--- src/rtl/edge_pkg.sv ---
// edge_pkg: shared channel state encoding and edge-mode constants for multi_edge_latch.
`default_nettype none

package edge_pkg;

   typedef enum logic [1:0] {
      ARM_LO  = 2'd0,
      ARM_HI  = 2'd1,
      LATCHED = 2'd2
   } ch_state_t;

   localparam logic [1:0] MODE_ANY  = 2'b00;
   localparam logic [1:0] MODE_RISE = 2'b01;
   localparam logic [1:0] MODE_FALL = 2'b10;
   localparam logic [1:0] MODE_OFF  = 2'b11;

endpackage

`default_nettype wire

--- src/rtl/edge_channel.sv ---
// edge_channel: one armed/latched edge FSM with an optional input debounce filter.
// Optional feature: EDGE_DEBOUNCE_EN adds a per-channel stable-sample counter.
`default_nettype none

module edge_channel
   import edge_pkg::*;
#(
   parameter int DEBOUNCE_CYCLES = 16
) (
   input  logic       clk,
   input  logic       reset,
   input  logic       in_level,
   input  logic [1:0] mode,
   input  logic       clear,
   output logic       active,
   output logic       latch_next
);

   logic      level;
   ch_state_t state;
   ch_state_t state_n;
   ch_state_t rearm;

   if (DEBOUNCE_CYCLES < 1) begin : g_bad_debounce
   end

`ifdef EDGE_DEBOUNCE_EN
   localparam int CNT_W = $clog2(DEBOUNCE_CYCLES + 1);

   logic [CNT_W-1:0] cnt;
   logic             filt;

   // The filtered level moves only after DEBOUNCE_CYCLES consecutive disagreeing samples.
   always_ff @(posedge clk) begin
      if (reset) begin
         filt <= in_level;
         cnt  <= '0;
      end else if (in_level != filt) begin
         if (cnt == CNT_W'(DEBOUNCE_CYCLES - 1)) begin
            filt <= in_level;
            cnt  <= '0;
         end else begin
            cnt <= cnt + 1'b1;
         end
      end else begin
         cnt <= '0;
      end
   end

   assign level = filt;
`else
   assign level = in_level;
`endif

   always_ff @(posedge clk) begin
      if (reset) begin
         state <= in_level ? ARM_HI : ARM_LO;
      end else begin
         state <= state_n;
      end
   end

   // A clear re-arms from the current level and suppresses any edge seen on the same sample.
   always_comb begin
      rearm   = level ? ARM_HI : ARM_LO;
      state_n = state;
      case (state)
         ARM_LO: begin
            if (clear) begin
               state_n = rearm;
            end else if (level) begin
               state_n = (mode == MODE_ANY || mode == MODE_RISE) ? LATCHED : ARM_HI;
            end
         end
         ARM_HI: begin
            if (clear) begin
               state_n = rearm;
            end else if (!level) begin
               state_n = (mode == MODE_ANY || mode == MODE_FALL) ? LATCHED : ARM_LO;
            end
         end
         LATCHED: begin
            state_n = clear ? rearm : LATCHED;
         end
         default: begin
            state_n = ARM_LO;
         end
      endcase
   end

   assign active     = (state == LATCHED);
   assign latch_next = (state_n == LATCHED);

endmodule

`default_nettype wire

--- src/rtl/multi_edge_latch.sv ---
// multi_edge_latch: CHANNELS sticky edge flags with a global mode and a first-event index.
// Optional feature: EDGE_DEBOUNCE_EN enables per-channel input debouncing.
`default_nettype none

module multi_edge_latch
   import edge_pkg::*;
#(
   parameter int CHANNELS        = 5,
   parameter int IDX_W           = 3,
   parameter int DEBOUNCE_CYCLES = 16
) (
   input  logic                clk,
   input  logic                reset,
   input  logic [CHANNELS-1:0] in,
   input  logic [1:0]          mode,
   input  logic [CHANNELS-1:0] clear,
   output logic [CHANNELS-1:0] active,
   output logic                any_active,
   output logic [IDX_W-1:0]    first_idx
);

   logic [CHANNELS-1:0] latch_next;
   logic [IDX_W-1:0]    next_idx;

   for (genvar i = 0; i < CHANNELS; i++) begin : g_ch
      edge_channel #(
         .DEBOUNCE_CYCLES(DEBOUNCE_CYCLES)
      ) u_ch (
         .clk       (clk),
         .reset     (reset),
         .in_level  (in[i]),
         .mode      (mode),
         .clear     (clear[i]),
         .active    (active[i]),
         .latch_next(latch_next[i])
      );
   end

   assign any_active = |active;

   // Scan high-to-low so the lowest latching channel wins.
   always_comb begin
      next_idx = '0;
      for (int i = CHANNELS - 1; i >= 0; i--) begin
         if (latch_next[i]) begin
            next_idx = IDX_W'(i);
         end
      end
   end

   always_ff @(posedge clk) begin
      if (reset) begin
         first_idx <= '0;
      end else if (!any_active && (|latch_next)) begin
         first_idx <= next_idx;
      end
   end

endmodule

`default_nettype wire

--- config.mk ---
export PLATFORM = sky130hd
export DESIGN_NAME = multi_edge_latch
export DESIGN_NICKNAME = d
export VERILOG_FILES = /design/src/rtl/edge_pkg.sv /design/src/rtl/edge_channel.sv /design/src/rtl/multi_edge_latch.sv
export SDC_FILE = /design/constraint.sdc
export NUM_CORES = 1
export LEC_CHECK = 0
export CAP_MARGIN = 20
export CORE_ASPECT_RATIO = 0.9
export CORE_MARGIN = 4
export CORE_UTILIZATION = 40
export DETAILED_ROUTE_END_ITERATION = 12
export PLACE_DENSITY = 0.75
export SLEW_MARGIN = 15
export SYNTH_ARGS = -nofsm -noshare
export SYNTH_HDL_FRONTEND = slang
export SYNTH_SLANG_ARGS = --single-unit
--- constraint.sdc ---
create_clock -name clk -period 1.9 [get_ports clk]
set_clock_uncertainty 0.1 [all_clocks]
set_input_delay 0.475 -clock clk [delete_from_list [all_inputs] [get_ports clk]]
set_output_delay 0.475 -clock clk [all_outputs]
set_load 0.05 [all_outputs]
Yosys cells after proc, flatten, opt, wreduce, memory -nomap -nowiden
Index checks and enable logic that the tools add are counted.
{"block": "classes", "n_eq_ne": 17, "n_mux": 47, "reduce_logical": 12}
{"cell": "$mux 2", "count": 32}
{"cell": "$pmux 2 s3", "count": 5}
{"cell": "$eq 2x2->1 const B", "count": 11}
{"cell": "$mux 3", "count": 5}
{"cell": "$eq 2x1->1 const B", "count": 6}
{"cell": "$logic_not 2->1", "count": 6}
{"cell": "$reduce_or 5->1", "count": 2}
{"cell": "$mux 1", "count": 5}
{"cell": "$logic_or 1x1->1", "count": 2}
{"cell": "$logic_and 1x1->1", "count": 1}
{"cell": "$logic_not 1->1", "count": 1}
{"block": "totals", "regBits": 13, "wordCells": 82, "input_bits": 14, "output_inout_bits": 9}

Longest topological paths before layout
Gate-level depths: netlist of the first run.
{"block": "logic_depth", "word_depth": 12, "depth_mapped": 6, "mapped_depth_nobuf": 6}

By module
From an unflattened synthesis of the first run, not the netlist that was laid out.
{"block": "unflattened", "cells_unflattened": 92, "area_unflattened_um2": 743.2}
{"module": "edge_channel", "area_per_inst_um2": 111.4, "cells_per_inst": 14, "n_inst": 5, "seq_area_each_um2": 40.0}
{"module": "multi_edge_latch", "area_per_inst_um2": 186.4, "cells_per_inst": 22, "n_inst": 1, "seq_area_each_um2": 60.1}

Worst setup path before layout of the first run
No wires, ideal clock.
{"block": "synth_path", "kind": "reg2reg", "startpoint": "reg g_ch[3].u_ch.state[0]", "endpoint": "reg first_idx[0]", "setup_ns": 0.087, "stages_incl_launch_ff": 6, "t_arrival_ns": 1.729, "path_slack_ns": -0.016, "required_time_ns": 1.713, "path_cell_list": "dfxtp_1 > and2b_1 > nor3_1 > nand2_1 > or4_1 > o31ai_1"}
{"block": "synth_between", "elab_cells_between_ends": 17, "classes_between": "3 x eq/ne; 9 x mux; 5 x reduce/logical"}
{"item": "start, declared", "line": "edge_channel.sv:20", "rtl": "ch_state_t state;"}
{"item": "start signal, assigned", "line": "edge_channel.sv:57", "rtl": "state <= in_level ? ARM_HI : ARM_LO;"}
{"item": "start signal, assigned", "line": "edge_channel.sv:59", "rtl": "state <= state_n;"}
{"item": "$eq 2x2->1", "line": "edge_channel.sv:91", "rtl": "assign active = (state == LATCHED);"}
{"item": "net g_ch[3].u_ch.active", "line": "edge_channel.sv:15", "rtl": "output logic active,"}
{"item": "$reduce_or 5->1", "line": "multi_edge_latch.sv:39", "rtl": "assign any_active = |active;"}
{"item": "net any_active", "line": "multi_edge_latch.sv:18", "rtl": "output logic any_active,"}
{"item": "$logic_not 1->1", "line": "multi_edge_latch.sv:54", "rtl": "end else if (!any_active && (|latch_next)) begin"}
{"item": "$logic_and 1x1->1", "line": "multi_edge_latch.sv:54"}
{"item": "end signal, assigned", "line": "multi_edge_latch.sv:55", "rtl": "first_idx <= next_idx;"}
{"item": "end, declared", "line": "multi_edge_latch.sv:19", "rtl": "output logic [IDX_W-1:0] first_idx"}
The timed path passes the listed nets, and every way through them passes these cells.
A chain may end at the register's enable or synchronous reset.

Worst setup path after layout of the first run
{"block": "layout_path", "startpoint": "in clear[0]", "endpoint": "reg first_idx[0]"}
{"block": "layout_between", "elab_chain_len": 5, "elab_cells_between_ends": 8, "classes_between": "1 x eq/ne; 5 x mux; 2 x reduce/logical"}
{"item": "start, declared", "line": "multi_edge_latch.sv:16", "rtl": "input logic [CHANNELS-1:0] clear,"}
{"item": "$mux 2, on equally long branches", "line": "edge_channel.sv:83, edge_channel.sv:69, edge_channel.sv:76"}
{"item": "$pmux 2 s3 *", "line": "edge_channel.sv:67", "rtl": "case (state)"}
{"item": "$eq 2x2->1 *", "line": "edge_channel.sv:92", "rtl": "assign latch_next = (state_n == LATCHED);"}
{"item": "$reduce_or 5->1", "line": "multi_edge_latch.sv:54"}
{"item": "$logic_and 1x1->1", "line": "multi_edge_latch.sv:54"}
Mark *: on every way between the ends. The rest lies on a longest branch, timed or not.

==> impl_metrics.toml, run 1 <==
[yosys]
ys_seq_area_share_pct = 36.6
ys_warn_count = 0
synthDistinctLibCells = 24
synth_fp_nets = 102
synth.largest_area_cell = "dfxtp_1"
ys_ff_latch = 13
yosys.area.top_type_share_pct = 36.6
synth_area_um2 = 712
syn_inst = 88
ys_top_cells_by_area = "dfxtp_1 37%, nor2b_1 7.9%, a21oi_1 7.7%"
syn_avg_cell_area_um2 = 8.09

[setup_path]
worstSetupStartpointType = "input port"
reg2reg_depth = 6
r2r_slack_ns = 0.03
required_ns = 1.98
timing.rr.start = "g_ch[0].u_ch.state[0]"
end_kind = "register"
cp.arrival_ns = 1.97
reg2reg_to = "first_idx[0]"
worstSetupPathType = "in2reg"
critPathMaxFanout = 3

[cts]
cts.path.max_buffers = 2
h-tree-depth = 1
path_clk_slew_ns = 0.08
root_buffer = "clkbuf_4"
cts.sinks = 13
cts_tree = "done"
clock_latency_ns = 0.28
hold_buffers = 0
numCtsBuffers = 3

[drt]
initialDrtViolationCount = 6
vias_per_cell = 5.11
drc_errors = 0
dr.pass1.iters = 4
ant_nets = 0
wire_per_inst_um = 14.8
finalWirelength_um = 2240
vias = 771

[final_layout]
finalNetCount = 142
regArea_um2 = 268
final_layout_size_suffix_gt1_share_pct = 44.9
fillers = 129
stdcell_area_mm2 = 0.00124
finalNonFillerCells = 151
mostFrequentLayoutCells = "22 x buf_4, 12 x nor2_1, 9 x dfxtp_1"
antenna_cells = 0
multi_input_area_um2 = 498
final_util_pct = 73.8
final_common_cell = "buf_4"
syn_to_final_growth_pct = 74.3

[floorplan]
dieWidth_um = 52.5
rows = 14
die_h_um = 48.0
core_mm2 = 0.00168
ios = 23
start_util_pct = 42.3
dieArea_mm2 = 0.00252

[hold_path]
min_path_cells = 2
hp-class = "reg2reg"
holdCritStartpoint = "first_idx[1]"
whs_endpoint = "first_idx[1]"

[flow_run]
drv_cap = 0

[placed_design]
place_ws_ns = -0.541
portBuffers = 22
place_area_mm2 = 0.00107
dp_hpwl_um = 1460
place_inst = 142
place_congestion = 0.785

[sta]
tightest_slew_ns = 0.295
hold_slack_ns = 0.386
timing.final.crit_share_pct = 99.6
slew_headroom_pct = 80.4
fin_tns_setup_ns = 0
report.final.slew_viol_count = 0
finalCriticalPeriod_ns = 1.89
max_freq_mhz = 529
rsz0062_at_grt = "true"
hold_viol_final = 0
setup_ws_ns = 0.00796
setup_viol = 0

[power_and_ir_drop]
leakage_nw = 0.502
peakVddDrop_mv = 0.487
p_per_area_mw_per_mm2 = 594
power_uw = 737

[global_routing]
grt_max_degree = 15
grt_pass1_wl_um = 3110
antenna_found_initial = 0
grt_overflow_total = 0
grt_pass1_vias = 681
grtUsageTotal_pct = 17.5

[run_status]
outcome = "complete, no violations"
==> worst max-delay path: stages <==
cell	delay [ns]
clkdlybuf4s50_1	0.42
or4_1	0.46
o32ai_4	0.20
nor2_2	0.09
a21oi_2	0.22
o31ai_4	0.09
==> report_power, final <==
group | switching, mW | internal [mW] | total, mW
Sequential | 0.0209 | 0.291 | 0.312
Combinational | 0.129 | 0.121 | 0.250
Clock | 0.0928 | 0.0817 | 0.174
==> flip-flops by register name (all words and copies together) (netlist names) <==
| name | count |
|---|---|
| first_idx | 3 |
| g_ch.u_ch.state | 10 |
==> cells by family (layout without fill, tap and decap cells) <==
kind of cell / Yosys count / in the layout / share of synthesized area [%]
buf+inv: 11 / 50 / 8.44
flops: 13 / 13 / 36.6
compound gates: 27 / 27 / 25.7
simple gates: 37 / 37 / 29.3
==> worst max path at each step <==
stage,start,endpoint,cells after the start
after floorplan,mode[0],first_idx[0],5
after global placement,mode[0],first_idx[0],6
after detailed placement,mode[0],first_idx[0],6
after CTS,g_ch[3].u_ch.state[0],any_active,4
after global routing,g_ch[0].u_ch.state[0],first_idx[0],6
final,clear[0],first_idx[0],6
==> repair_timing <==
action,CTS,global route
resized for setup,23,18
pin swaps,9,7
setup buffers,2,3
cloned,0,0
endpoints found under the setup margin,4,3
==> final cells by class <==
class / count / share of cell area [%]
repair buffers: 41 / 32.3
clock buffers: 4 / 2.12
flip-flops and latches: 13 / 21.6
inverters: 5 / 1.51
well taps: 24 / 2.42
multi-input cells: 64 / 40.1
==> metal layers <==
metal  wire length (um)  global-route usage, %  share of wire [%]
met5                  0                      0                  0
met4                 21                   6.63               0.94
met3                105                   6.23                4.7
met2               1160                   27.7                 52
met1                951                   21.9                 43
==> cells in the mapped netlist <==
master and n:
a21o_1 1, a21oi_1 11, and2_1 4, and2b_1 1
buf_4 5, clkbuf_1 1, dfxtp_1 13, inv_1 3
inv_2 2, nand2_1 1, nand2b_1 1, nor2_1 13
nor2b_1 9, nor3_1 2, o21ai_0 2, o21ai_1 5
o31a_1 1, o31ai_1 1, o32a_1 1, o32ai_1 3
o32ai_2 2, or4_1 4, or4_4 1, or4b_1 1
(Power assumes the default switching activity.)
==> inputs of run 2 (changes only) <==
Settings changed: SETUP_SLACK_MARGIN set to 0.1.
==> run 2 against run 1 <==
  * The flow now finishes with violations (negative setup slack)
  * Die area unchanged
  * Utilization up 6.5 points
  * Final cell count is 0.66% higher
  * Hold slack worse by 0.060 ns
  * Largest cell class unchanged
  * Critical path type is now reg2reg
  * Power increased by 8.6%
  * Worst setup slack worse by 0.013 ns
  * Largest power group unchanged
  * Maximum frequency down 0.67%
  * Non-clock buffer count increased by 1
==> impl_metrics.toml, run 2 (same netlist as run 1, synthesis figures left out) <==
[floorplan]
dieWidth_um = 52.5
die_h_um = 48.0
ios = 23
start_util_pct = 42.3
rows = 14
dieArea_mm2 = 0.00252
core_mm2 = 0.00168

[global_routing]
antenna_found_initial = 0
grt_overflow_total = 0
grt_max_degree = 15
grt_pass1_vias = 881
grtUsageTotal_pct = 21.6
grt_pass1_wl_um = 3890

[power_and_ir_drop]
combPwrFrac_pct = 36.4
power_uw = 800
peakVddDrop_mv = 0.465
p_sw_share_pct = 36.2
p_int_uw = 510
seqPwrFrac_pct = 39.4
leakage_nw = 0.550
p_per_area_mw_per_mm2 = 592
p_sw_uw = 290
p_clk_share_pct = 24.2

[drt]
dr.pass1.iters = 4
wire_per_inst_um = 19.1
met3WireLength_um = 182
finalWirelength_um = 2900
wl_met1_um = 1190
initialDrtViolationCount = 31
top_layer = "met4"
ant_nets = 0
routed-wl-met2_um = 1430
drc_errors = 0
vias_per_cell = 5.70
vias = 866

[setup_path]
end_kind = "register"
startpoint = "g_ch[1].u_ch.state[0]"
worstSetupPathType = "reg2reg"
worstSetupStartpointType = "register"
timing.rr.start = "g_ch[1].u_ch.state[0]"
critPathMaxFanout = 5
cp.arrival_ns = 2.02
required_ns = 2.02

[cts]
h-tree-depth = 1
cts.path.max_buffers = 2
clock_latency_ns = 0.30
numCtsBuffers = 3
path_clk_slew_ns = 0.09
cts.sinks = 13
hold_buffers = 0
cts_tree = "done"
root_buffer = "clkbuf_4"

[final_layout]
fillers = 103
antenna_cells = 0
finalNetCount = 143
final_layout_size_suffix_gt1_share_pct = 57.0
syn_to_final_growth_pct = 89.8
final_common_cell = "buf_4"
top_regs = "g_ch.u_ch.state (10), first_idx (3)"
mostFrequentLayoutCells = "21 x buf_4, 11 x nor2_1, 7 x o21ai_1, 6 x dfxtp_1"
largest_reg_flops = 10
regMostFlops = "g_ch.u_ch.state"

[run_status]
outcome = "complete, but fails checks"
violations = "negative setup slack"

[sta]
setup_viol = 1
fin_tns_setup_ns = -0.00477
hold_viol_final = 0
rsz0062_at_grt = "true"
setup_ws_ns = -0.00477
finalCriticalPeriod_ns = 1.90
tightest_slew_ns = 0.323
max_freq_mhz = 525
slew_headroom_pct = 78.5
timing.final.crit_share_pct = 100
report.final.slew_viol_count = 0

[placed_design]
place_congestion = 0.799
place_ws_ns = -0.562
portBuffers = 22
dp_hpwl_um = 1610

[flow_run]
drv_cap = 0

[hold_path]
holdCritStartpoint = "in[4]"
hp-class = "in2reg"
-- run 2: worst paths after layout --
| kind | to | slack (ns) | depth (start not counted) |
|---|---|---|---|
| min reg2reg | first_idx[1] | 0.41 | 2 |
| max | first_idx[0] | -0.005 | 5 |
| max reg2reg | first_idx[0] | -0.005 | 5 |
| min | g_ch[4].u_ch.state[0] | 0.33 | 2 |
-- run 2: worst max-delay path: stages, from the launching register on --
cell,delay (ns)
dfxtp_4,0.40
or4b_4,0.48
o32ai_4,0.14
a21oi_2,0.07
or4_4,0.55
o31ai_4,0.08
-- run 2: layout make-up --
| cell class | instances | area (um^2) | area share, % |
|---|---|---|---|
| multi-input combinational | 64 | 584 | 43.2 |
| timing repair buffer | 42 | 415 | 30.7 |
| sequential | 13 | 277 | 20.5 |
| tap | 24 | 30.0 | 2.22 |
| clock buffer | 4 | 26.3 | 1.94 |
| inverter | 5 | 18.8 | 1.39 |
-- run 2: routing by layer --
layer / vias up / GRT usage [%]
met5: - / 0
met4: 0 / 14.8
met3: 15 / 4.05
met2: 50 / 39.6
met1: 409 / 22.9
li1: 392 / -
-- run 2: per-stage QoR --
step | cells | area [um^2] | hold slack, ns | util [%]
CTS | 151 | 1250 | 0.389 | 74.6
global placement | 139 | 1060 | 0.367 | 62.9
global route | 152 | 1350 | 0.346 | 80.4
finish | 152 | 1350 | 0.326 | 80.4
floorplan | 88 | 726 | 0.430 | -
detailed placement | 139 | 1060 | 0.373 | 62.9
-- run 2: repair_timing --
item                       in CTS  in global routing
pin swaps                      10                 16
setup buffers                   8                  1
gates resized for setup        41                 31
setup endpoints to repair       6                  6
-- run 2: power by group through the flow --
| stage | sequential, mW | combinational, mW | clock, mW |
|---|---|---|---|
| 6_report | 0.316 | 0.291 | 0.193 |
| 4_1_cts | 0.312 | 0.248 | 0.180 |
| 3_3_place_gp | 0.313 | 0.199 | 0 |
| 2_1_floorplan | 0.331 | 0.0925 | 0 |
| 3_5_place_dp | 0.314 | 0.205 | 0 |
| 5_1_grt | 0.317 | 0.305 | 0.207 |
